## src/rtl/wb_arbiter_if.sv

```systemverilog
// Wishbone classic single-beat bus bundle shared by all arbiter ports.
// MASTER drives the request fields; SLAVE drives ack and read data.
interface wishbone #(
    parameter int XLEN = 32
);
    logic [XLEN-1:0]   adr;
    logic [XLEN-1:0]   dat_w;
    logic [XLEN-1:0]   dat_r;
    logic [XLEN/8-1:0] sel;
    logic              we;
    logic              cyc;
    logic              stb;
    logic              ack;

    modport MASTER (
        output adr, dat_w, sel, we, cyc, stb,
        input  dat_r, ack
    );

    modport SLAVE (
        input  adr, dat_w, sel, we, cyc, stb,
        output dat_r, ack
    );
endinterface

```

## src/rtl/wb_arbiter.sv

```systemverilog
// Two-master to one-slave Wishbone classic arbiter.
// Master 0 is the core instruction port, master 1 the core data port.
// A grant is held for the whole bus cycle (cyc) and is never preempted.
// Optional build macro WB_ARB_RR_EN: when defined, ties are resolved
// round-robin (the master that did not own last wins); when undefined,
// the data port always wins a tie.
module wb_arbiter #(
    parameter int XLEN = 32
) (
    input  logic       clk,
    input  logic       rst,
    wishbone.SLAVE     instr_bus,
    wishbone.SLAVE     data_bus,
    wishbone.MASTER    mem_bus,
    output logic [1:0] grant
);

    localparam int SELW = XLEN / 8;

    // Encoding equals the one-hot grant value, so grant is the state register.
    typedef enum logic [1:0] {
        IDLE  = 2'b00,
        OWN_I = 2'b01,
        OWN_D = 2'b10
    } state_t;

    state_t state_reg;
    state_t state_next;
    state_t pick;
    logic   decide;

`ifdef WB_ARB_RR_EN
    state_t last_owner_reg;
`endif

    assign grant = state_reg;

    // State register: reset to IDLE, otherwise take the arbitration result.
    always_ff @(posedge clk) begin
        if (rst) begin
            state_reg <= IDLE;
        end else begin
            state_reg <= state_next;
        end
    end

`ifdef WB_ARB_RR_EN
    // Remember who was granted most recently so the next tie goes the other way.
    always_ff @(posedge clk) begin
        if (rst) begin
            last_owner_reg <= OWN_I;
        end else if (decide && (pick != IDLE)) begin
            last_owner_reg <= pick;
        end
    end
`endif

    // Next-state: arbitrate only when idle or when the current owner has released cyc.
    always_comb begin
        decide     = 1'b0;
        pick       = IDLE;
        state_next = state_reg;

        case (state_reg)
            IDLE:    decide = 1'b1;
            OWN_I:   decide = !instr_bus.cyc;
            OWN_D:   decide = !data_bus.cyc;
            default: decide = 1'b1;
        endcase

        if (instr_bus.cyc && data_bus.cyc) begin
`ifdef WB_ARB_RR_EN
            pick = (last_owner_reg == OWN_I) ? OWN_D : OWN_I;
`else
            pick = OWN_D;
`endif
        end else if (data_bus.cyc) begin
            pick = OWN_D;
        end else if (instr_bus.cyc) begin
            pick = OWN_I;
        end else begin
            pick = IDLE;
        end

        if (decide) begin
            state_next = pick;
        end
    end

    // Routing: the owner's request reaches the slave, only the owner sees ack/dat_r.
    always_comb begin
        mem_bus.adr     = {XLEN{1'b0}};
        mem_bus.dat_w   = {XLEN{1'b0}};
        mem_bus.sel     = {SELW{1'b0}};
        mem_bus.we      = 1'b0;
        mem_bus.cyc     = 1'b0;
        mem_bus.stb     = 1'b0;
        instr_bus.ack   = 1'b0;
        instr_bus.dat_r = {XLEN{1'b0}};
        data_bus.ack    = 1'b0;
        data_bus.dat_r  = {XLEN{1'b0}};

        case (state_reg)
            OWN_I: begin
                mem_bus.adr     = instr_bus.adr;
                mem_bus.dat_w   = instr_bus.dat_w;
                mem_bus.sel     = instr_bus.sel;
                mem_bus.we      = instr_bus.we;
                mem_bus.cyc     = instr_bus.cyc;
                mem_bus.stb     = instr_bus.stb;
                instr_bus.ack   = mem_bus.ack;
                instr_bus.dat_r = mem_bus.dat_r;
            end
            OWN_D: begin
                mem_bus.adr     = data_bus.adr;
                mem_bus.dat_w   = data_bus.dat_w;
                mem_bus.sel     = data_bus.sel;
                mem_bus.we      = data_bus.we;
                mem_bus.cyc     = data_bus.cyc;
                mem_bus.stb     = data_bus.stb;
                data_bus.ack    = mem_bus.ack;
                data_bus.dat_r  = mem_bus.dat_r;
            end
            default: begin
            end
        endcase
    end

endmodule

```

## src/flat_wrapper.sv

```systemverilog
// flat-port wrapper written by rule: the top's interface ports become plain ports
module wb_arbiter_flat 
#(
    parameter int XLEN = 32
)
  (clk, rst, grant, instr_bus_adr, instr_bus_dat_w, instr_bus_sel, instr_bus_we, instr_bus_cyc, instr_bus_stb, instr_bus_dat_r, instr_bus_ack, data_bus_adr, data_bus_dat_w, data_bus_sel, data_bus_we, data_bus_cyc, data_bus_stb, data_bus_dat_r, data_bus_ack, mem_bus_adr, mem_bus_dat_w, mem_bus_sel, mem_bus_we, mem_bus_cyc, mem_bus_stb, mem_bus_dat_r, mem_bus_ack);
  wishbone #(.XLEN(XLEN)) instr_bus_i ();
  wishbone #(.XLEN(XLEN)) data_bus_i ();
  wishbone #(.XLEN(XLEN)) mem_bus_i ();
  input  logic clk;
  input  logic rst;
  output logic [1:0] grant;
  input wire logic [$bits(instr_bus_i.adr)-1:0] instr_bus_adr;
  input wire logic [$bits(instr_bus_i.dat_w)-1:0] instr_bus_dat_w;
  input wire logic [$bits(instr_bus_i.sel)-1:0] instr_bus_sel;
  input wire logic [$bits(instr_bus_i.we)-1:0] instr_bus_we;
  input wire logic [$bits(instr_bus_i.cyc)-1:0] instr_bus_cyc;
  input wire logic [$bits(instr_bus_i.stb)-1:0] instr_bus_stb;
  output wire logic [$bits(instr_bus_i.dat_r)-1:0] instr_bus_dat_r;
  output wire logic [$bits(instr_bus_i.ack)-1:0] instr_bus_ack;
  input wire logic [$bits(data_bus_i.adr)-1:0] data_bus_adr;
  input wire logic [$bits(data_bus_i.dat_w)-1:0] data_bus_dat_w;
  input wire logic [$bits(data_bus_i.sel)-1:0] data_bus_sel;
  input wire logic [$bits(data_bus_i.we)-1:0] data_bus_we;
  input wire logic [$bits(data_bus_i.cyc)-1:0] data_bus_cyc;
  input wire logic [$bits(data_bus_i.stb)-1:0] data_bus_stb;
  output wire logic [$bits(data_bus_i.dat_r)-1:0] data_bus_dat_r;
  output wire logic [$bits(data_bus_i.ack)-1:0] data_bus_ack;
  output wire logic [$bits(mem_bus_i.adr)-1:0] mem_bus_adr;
  output wire logic [$bits(mem_bus_i.dat_w)-1:0] mem_bus_dat_w;
  output wire logic [$bits(mem_bus_i.sel)-1:0] mem_bus_sel;
  output wire logic [$bits(mem_bus_i.we)-1:0] mem_bus_we;
  output wire logic [$bits(mem_bus_i.cyc)-1:0] mem_bus_cyc;
  output wire logic [$bits(mem_bus_i.stb)-1:0] mem_bus_stb;
  input wire logic [$bits(mem_bus_i.dat_r)-1:0] mem_bus_dat_r;
  input wire logic [$bits(mem_bus_i.ack)-1:0] mem_bus_ack;
  assign instr_bus_i.adr = instr_bus_adr;
  assign instr_bus_i.dat_w = instr_bus_dat_w;
  assign instr_bus_i.sel = instr_bus_sel;
  assign instr_bus_i.we = instr_bus_we;
  assign instr_bus_i.cyc = instr_bus_cyc;
  assign instr_bus_i.stb = instr_bus_stb;
  assign instr_bus_dat_r = instr_bus_i.dat_r;
  assign instr_bus_ack = instr_bus_i.ack;
  assign data_bus_i.adr = data_bus_adr;
  assign data_bus_i.dat_w = data_bus_dat_w;
  assign data_bus_i.sel = data_bus_sel;
  assign data_bus_i.we = data_bus_we;
  assign data_bus_i.cyc = data_bus_cyc;
  assign data_bus_i.stb = data_bus_stb;
  assign data_bus_dat_r = data_bus_i.dat_r;
  assign data_bus_ack = data_bus_i.ack;
  assign mem_bus_adr = mem_bus_i.adr;
  assign mem_bus_dat_w = mem_bus_i.dat_w;
  assign mem_bus_sel = mem_bus_i.sel;
  assign mem_bus_we = mem_bus_i.we;
  assign mem_bus_cyc = mem_bus_i.cyc;
  assign mem_bus_stb = mem_bus_i.stb;
  assign mem_bus_i.dat_r = mem_bus_dat_r;
  assign mem_bus_i.ack = mem_bus_ack;
  wb_arbiter #(.XLEN(XLEN)) u_core (.clk(clk), .rst(rst), .instr_bus(instr_bus_i), .data_bus(data_bus_i), .mem_bus(mem_bus_i), .grant(grant));
endmodule
```

## config.mk

```make
export PLATFORM = sky130hd
export DESIGN_NAME = wb_arbiter_flat
export DESIGN_NICKNAME = d
export VERILOG_FILES = /design/src/rtl/wb_arbiter_if.sv /design/src/rtl/wb_arbiter.sv /design/src/flat_wrapper.sv
export SDC_FILE = /design/constraint.sdc
export NUM_CORES = 1
export LEC_CHECK = 0
export BUFFER_PORTS_ARGS = -buffer_cell sky130_fd_sc_hd__buf_4
export CORE_AREA = 2 2 121 123
export CTS_CLUSTER_SIZE = 30
export DETAILED_ROUTE_END_ITERATION = 16
export DIE_AREA = 0 0 123 125
export SYNTH_ARGS = -nofsm -noshare
export SYNTH_HDL_FRONTEND = slang
export SYNTH_SLANG_ARGS = --single-unit
```

## constraint.sdc

```tcl
create_clock -name clk -period 1.6 [get_ports clk]
set_clock_uncertainty 0.15 [all_clocks]
set_input_delay 0.08 -clock clk [delete_from_list [all_inputs] [get_ports clk]]
set_output_delay 0.08 -clock clk [all_outputs]
set_load 0.005 [all_outputs]
```

==> run summary, run 1 <==
Status: finished, violations left
Failing checks: setup timing
Pins Over Slew Limit: 0
Largest area contributor in the netlist: a22oi_1
Critical Path End Type: output port
Commonest cells after routing, fill and taps aside: buf_4 (315), nor2_1 (71), and2_1 (57), a22oi_2 (36), a22oi_1 (35)
DRC viols: 0
Power Total: 2.55 mW
Yosys reg bits: 2
CTS tree: done
Sequential area share after synthesis: 2.65%
Final worst slack: -0.0990 ns
Port bufs: 315
Vias per cell: 4.10
Routability Congestion: 0.779
Worst hold slack: 0.0383 ns
Slowest CP cell: dfxtp_2
Overflow left after global routing: 0
Pre-CTS setup slack: 0.0866 ns
Tcrit/Tclk final: 106%
Site Rows: 44
Post-route insts no fill: 754
Initial Util: 10.6%
Slew @ Worst Pin: 0.237 ns
CP max FO: 11
Wire length on met3: 833 um
I/O Pins: 316
Hold crit path type: input port to flop
Met2 wire len: 6.08 mm
Worst-case clock buffer depth: 2
Crit path buf inv count: 3
Routed via count: 3,095
Clk sinks: 2
Die height: 125 um
Unique masters post-synth: 19
Initial DRC Count: 73
CTS HTree Levels: 1
Final WL: 11.6 mm
Drt first pass iters: 4
Num CTS Buffers: 3
Placed cell count: 736
Yosys warns: 0
Critical path's largest stage delay: 0.32 ns
Cell family with most CP delay: buffers and inverters
First-pass GRT wire length: 15.8 mm
Layout cell share with drive strength beyond 1: 69.8%
CORE AREA: 14,200 um^2
Pin count of the biggest net entering global routing: 37
FMAX: 589 MHz
Yosys top cell area share: 35.3%
Post-DP HPWL: 8.17 mm
Max reg flops: 2
Worst setup SP type: flop
DR WL/cell: 15.4 um
Die X: 123 um
Syn avg cell area: 5.92 um^2
Min cycle time layout: 1.70 ns
Antenna cells: 0
Root buf cell: clkbuf_16
Final ANT Viol Nets: 0
Crit path cell chain: buf_4 -> ha_4 -> buf_6 -> a22oi_1 -> nor2_1 -> buf_4
Post-Synthesis Cells: 255
Cell Pwr Density: 535 nW/um^2
Final nets: 751
Net Count, Synth: 434
Layout area overhead: 216%
Top sig layer: met4
Vias in the first global route: 2,933
Total of max-cap violations: 0
Most common cell after layout, fill and taps aside: buf_4
Met1 WL: 4.66 mm
Final Hold Vio Count: 0
Crit-path most repeated cell: buf_4
Area of the die: 15,400 um^2
Synth area leaders: a22oi_1 (35%), and2_1 (27%), nor2_1 (18%)
Reg clk slew, reported paths: 0.03 ns
Final TNS setup: -5.65 ns
Synth Cell Area: 1510 um^2
Initial antenna violation count: 0
Leakage: 2.34 nW
RSZ-0062 raised after global routing: yes
Peak supply drop: 420 uV
Worst skew pair latency: 0.22 ns
GR Util All Layers: 12.8%
CP arrival: 1.47 ns
Final setup viols: 105
Relative slew slack: 84.2%
WS Path Type: flop to output port
Crit path required time: 1.37 ns
[kinds of logic after synthesis]
family / share of synthesized area, %
compound gates: 38.4
flops: 2.65
fa+ha+maj: 1.66
buf+inv: 11.8
simple gates: 45.4
[worst paths after layout]
path,from,to,slack (ns),cells after the start
max reg2reg,u_core.grant[1],u_core.grant[0],0.04,4
min,data_bus_cyc,u_core.grant[1],0.04,3
min reg2reg,u_core.grant[1],u_core.grant[1],0.38,2
max,u_core.grant[0],mem_bus_dat_w[21],-0.1,6
[area by class of cell]
| cell class | count | area [um^2] |
|---|---|---|
| sequential | 2 | 42.5 |
| tap | 184 | 230 |
| timing repair buffer | 344 | 2890 |
| inverter | 4 | 15.0 |
| fill | 1512 | 9440 |
| multi-input combinational | 217 | 1520 |
| clock buffer | 3 | 75.1 |
[metal layers]
layer	track usage [%]	vias up
met5	0	-
met4	1.54	0
li1	-	1519
met3	1.37	8
met2	24.0	148
met1	16.0	1420
[cell usage after synthesis]
master and number:
a2111o_1 1, a211o_1 1, a21oi_1 1, a221oi_1 1, a22oi_1 71, a31oi_1 1, and2_1 66, buf_1 2
buf_2 17, buf_4 2, buf_6 2, clkbuf_1 9, dfxtp_1 2, ha_1 2, inv_1 3, inv_2 1
nor2_1 71, o211ai_1 1, or3_1 1
[power by group]
part           internal, mW  switching, mW
logic                  1.23          0.890
registers            0.0586        0.00780
clock network         0.318         0.0543
[worst register-to-register path: cells and delay by family, from the launching register on]
kind / cells / cell delay (ns)
AND/OR/NAND/NOR: 1 / 0.34
flip-flops: 1 / 0.33
adder cells (fa/ha/maj): 1 / 0.31
AO/OA/AOI/OAI: 1 / 0.20
buffers and inverters: 1 / 0.15
[timing repair]
item | CTS | global route
hold endpoints to repair | 2 | 0
gates resized for setup | 24 | 51
setup buffers | 5 | 1
hold buffers | 1 | 0
endpoints found under the setup margin | 131 | 112
gates cloned | 4 | 4
pin swaps | 1 | 2
[metrics by stage]
| step | instance area (um^2) | util [%] |
|---|---|---|
| 2_1_floorplan | 1510 | - |
| 3_5_place_dp | 4130 | 29.1 |
| 3_3_place_gp | 4130 | 29.1 |
| 5_1_grt | 4770 | 33.6 |
| 4_1_cts | 4460 | 31.4 |
| 6_report | 4770 | 33.6 |
(Power assumes the default switching activity.)
==> inputs of run 2 (changes only) <==
SKIP_CTS_REPAIR_TIMING = 1   (was default)
==> run 2 against run 1 <==
Effect of this change:
- the flow still finishes with violations (setup timing)
- non-clock buffer count rose by 9
- core utilization increased by 2.9 points
- clock power about the same
- worst hold slack worse by 0.014 ns
- via count is 3.8% higher
- die area stayed put
- design area up 8.5%
- global-route usage decreased by 1.2 points
- combinational power up 13%
- sequential power increased by 3.9%
- cell count grew 1.2%
==> run summary, run 2 (synthesized netlist as in run 1, its figures left out) <==
Status: finished, violations left
Failing checks: setup timing
Antenna cells: 0 (unchanged)
WS Path Type: flop to output port
Vias per cell: 4.21 (+2.6%)
Final ANT Viol Nets: 0 (unchanged)
Initial DRC Count: 85 (+16%)
Leakage: 2.50 nW (+7.1%)
Most common cell after layout, fill and taps aside: buf_4
Hold crit path type: input port to flop
Crit path buf inv count: 4 (+1)
Area of the die: 15,400 um^2 (unchanged)
CP max FO: 7 (-4)
Total of max-cap violations: 0 (unchanged)
Reg2reg setup slack: 0.04 ns (about the same)
Tcrit/Tclk final: 106% (-0.53 points)
First-pass GRT wire length: 14.6 mm (-7.6%)
Routability Congestion: 0.779 (unchanged)
Peak supply drop: 453 uV (+7.8%)
Fin area: 5170 um^2 (+8.5%)
Layout cell share with drive strength beyond 1: 78.1% (+8.2 points)
Crit path cell chain: inv_2 -> ha_4 -> buf_12 -> clkbuf_16 -> a22oi_2 -> nor2_1 -> buf_4
Placed Area: 4130 um^2 (unchanged)
Cell family with most CP delay: buffers and inverters
Setup crit end: mem_bus_adr[4]
Min cycle time layout: 1.69 ns (-0.00855 ns)
Post-DP HPWL: 8.17 mm (unchanged)
Final Hold Vio Count: 0 (unchanged)
Drt first pass iters: 6 (+2)
Crit path required time: 1.37 ns (about the same)
Commonest cells after routing, fill and taps aside: buf_4 (264), nor2_1 (71), buf_6 (68), and2_4 (57), a22oi_1 (39)
Site Rows: 44 (unchanged)
Pre-CTS setup slack: 0.0866 ns (unchanged)
Worst-case clock buffer depth: 2 (unchanged)
CTS tree: done
Die X: 123 um (unchanged)
GR Util All Layers: 11.7% (-1.2 points)
Final worst slack: -0.0905 ns (+0.00855 ns)
Root buf cell: clkbuf_16
Slowest CP cell: dfxtp_2
Num CTS Buffers: 3 (unchanged)
CORE AREA: 14,200 um^2 (unchanged)
Overflow left after global routing: 0 (unchanged)
Port bufs: 315 (unchanged)
CTS HTree Levels: 1 (unchanged)
Worst path depth: 7 (+1)
Slew @ Worst Pin: 0.186 ns (-0.0512 ns)
Critical Path End Type: output port
Worst hold slack: 0.0245 ns (-0.0138 ns)
Max reg flops: 2 (unchanged)
Worst setup SP type: flop
Reg2reg start: u_core.grant[1]
Reg2reg end: u_core.grant[0]
RSZ-0062 raised after global routing: yes
Die height: 125 um (unchanged)
I/O Pins: 316 (unchanged)
Clk sinks: 2 (unchanged)
Final WL: 12.5 mm (+7.8%)
Worst skew pair latency: 0.22 ns (about the same)
Relative slew slack: 87.6% (+3.4 points)
Critical path's largest stage delay: 0.33 ns (about the same)
FMAX: 592 MHz (+0.51%)
Final nets: 760 (+1.2%)
Initial antenna violation count: 0 (unchanged)
CP arrival: 1.46 ns (about the same)
Cell Pwr Density: 545 nW/um^2 (+1.8%)
Layout area overhead: 243%
Worst Setup SP: u_core.grant[0]
Initial Util: 10.6% (unchanged)
Vias in the first global route: 2,800 (-4.5%)
Final setup viols: 90 (-14%)
Routed via count: 3,212 (+3.8%)
DR WL/cell: 16.4 um (+6.5%)
Reg clk slew, reported paths: 0.03 ns (about the same)
Pin count of the biggest net entering global routing: 54 (+46%)
Reg2reg path depth: 4 (unchanged)
Pins Over Slew Limit: 0 (unchanged)
DRC viols: 0 (unchanged)
==> run 2: tightest hold or removal path, cell delays in order <==
cell,delay [ns]
buf_4,0.11
inv_1,0.09
a221oi_2,0.06
==> run 2: layout make-up <==
class / count / area (um^2)
well taps: 184 / 230
inverters: 4 / 17.5
fillers: 1473 / 9030
flip-flops and latches: 2 / 45.0
clock buffers: 3 / 75.1
repair buffers: 353 / 3180
multi-input cells: 217 / 1630
==> run 2: worst min path at each step <==
stage                     slack (ns)          start               to  depth (start not counted)
after floorplan              -0.0006            rst  u_core.grant[0]                          1
after global placement          0.11            rst  u_core.grant[0]                          2
after detailed placement        0.11            rst  u_core.grant[0]                          2
after CTS                      -0.12            rst  u_core.grant[0]                          2
after global routing            0.07  instr_bus_cyc  u_core.grant[0]                          3
final                           0.02   data_bus_cyc  u_core.grant[1]                          3
==> run 2: routing by layer <==
layer / vias to the layer above / track usage [%] / routed length, um
met5: - / 0 / 0
met4: 0 / 2.14 / 192
met3: 16 / 1.46 / 863
met2: 163 / 21.4 / 6480
met1: 1486 / 14.5 / 5010
li1: 1547 / - / -
==> run 2: power breakdown <==
group / leakage [nW] / internal, mW / switching (mW)
Combinational: 2.45 / 1.41 / 0.966
Clock: 0.0370 / 0.318 / 0.0552
Sequential: 0.0175 / 0.0592 / 0.00976
==> run 2: through the flow <==
step / utilization, % / cells / power [mW] / TNS, ns
finish: 36.4 / 763 / 2.82 / -3.56
global route: 36.4 / 763 / 3.00 / -10.05
CTS: 29.6 / 739 / 2.12 / -9.10
detailed placement: 29.1 / 736 / 1.73 / 0
global placement: 29.1 / 736 / 1.73 / 0
floorplan: - / 255 / 0.746 / 0
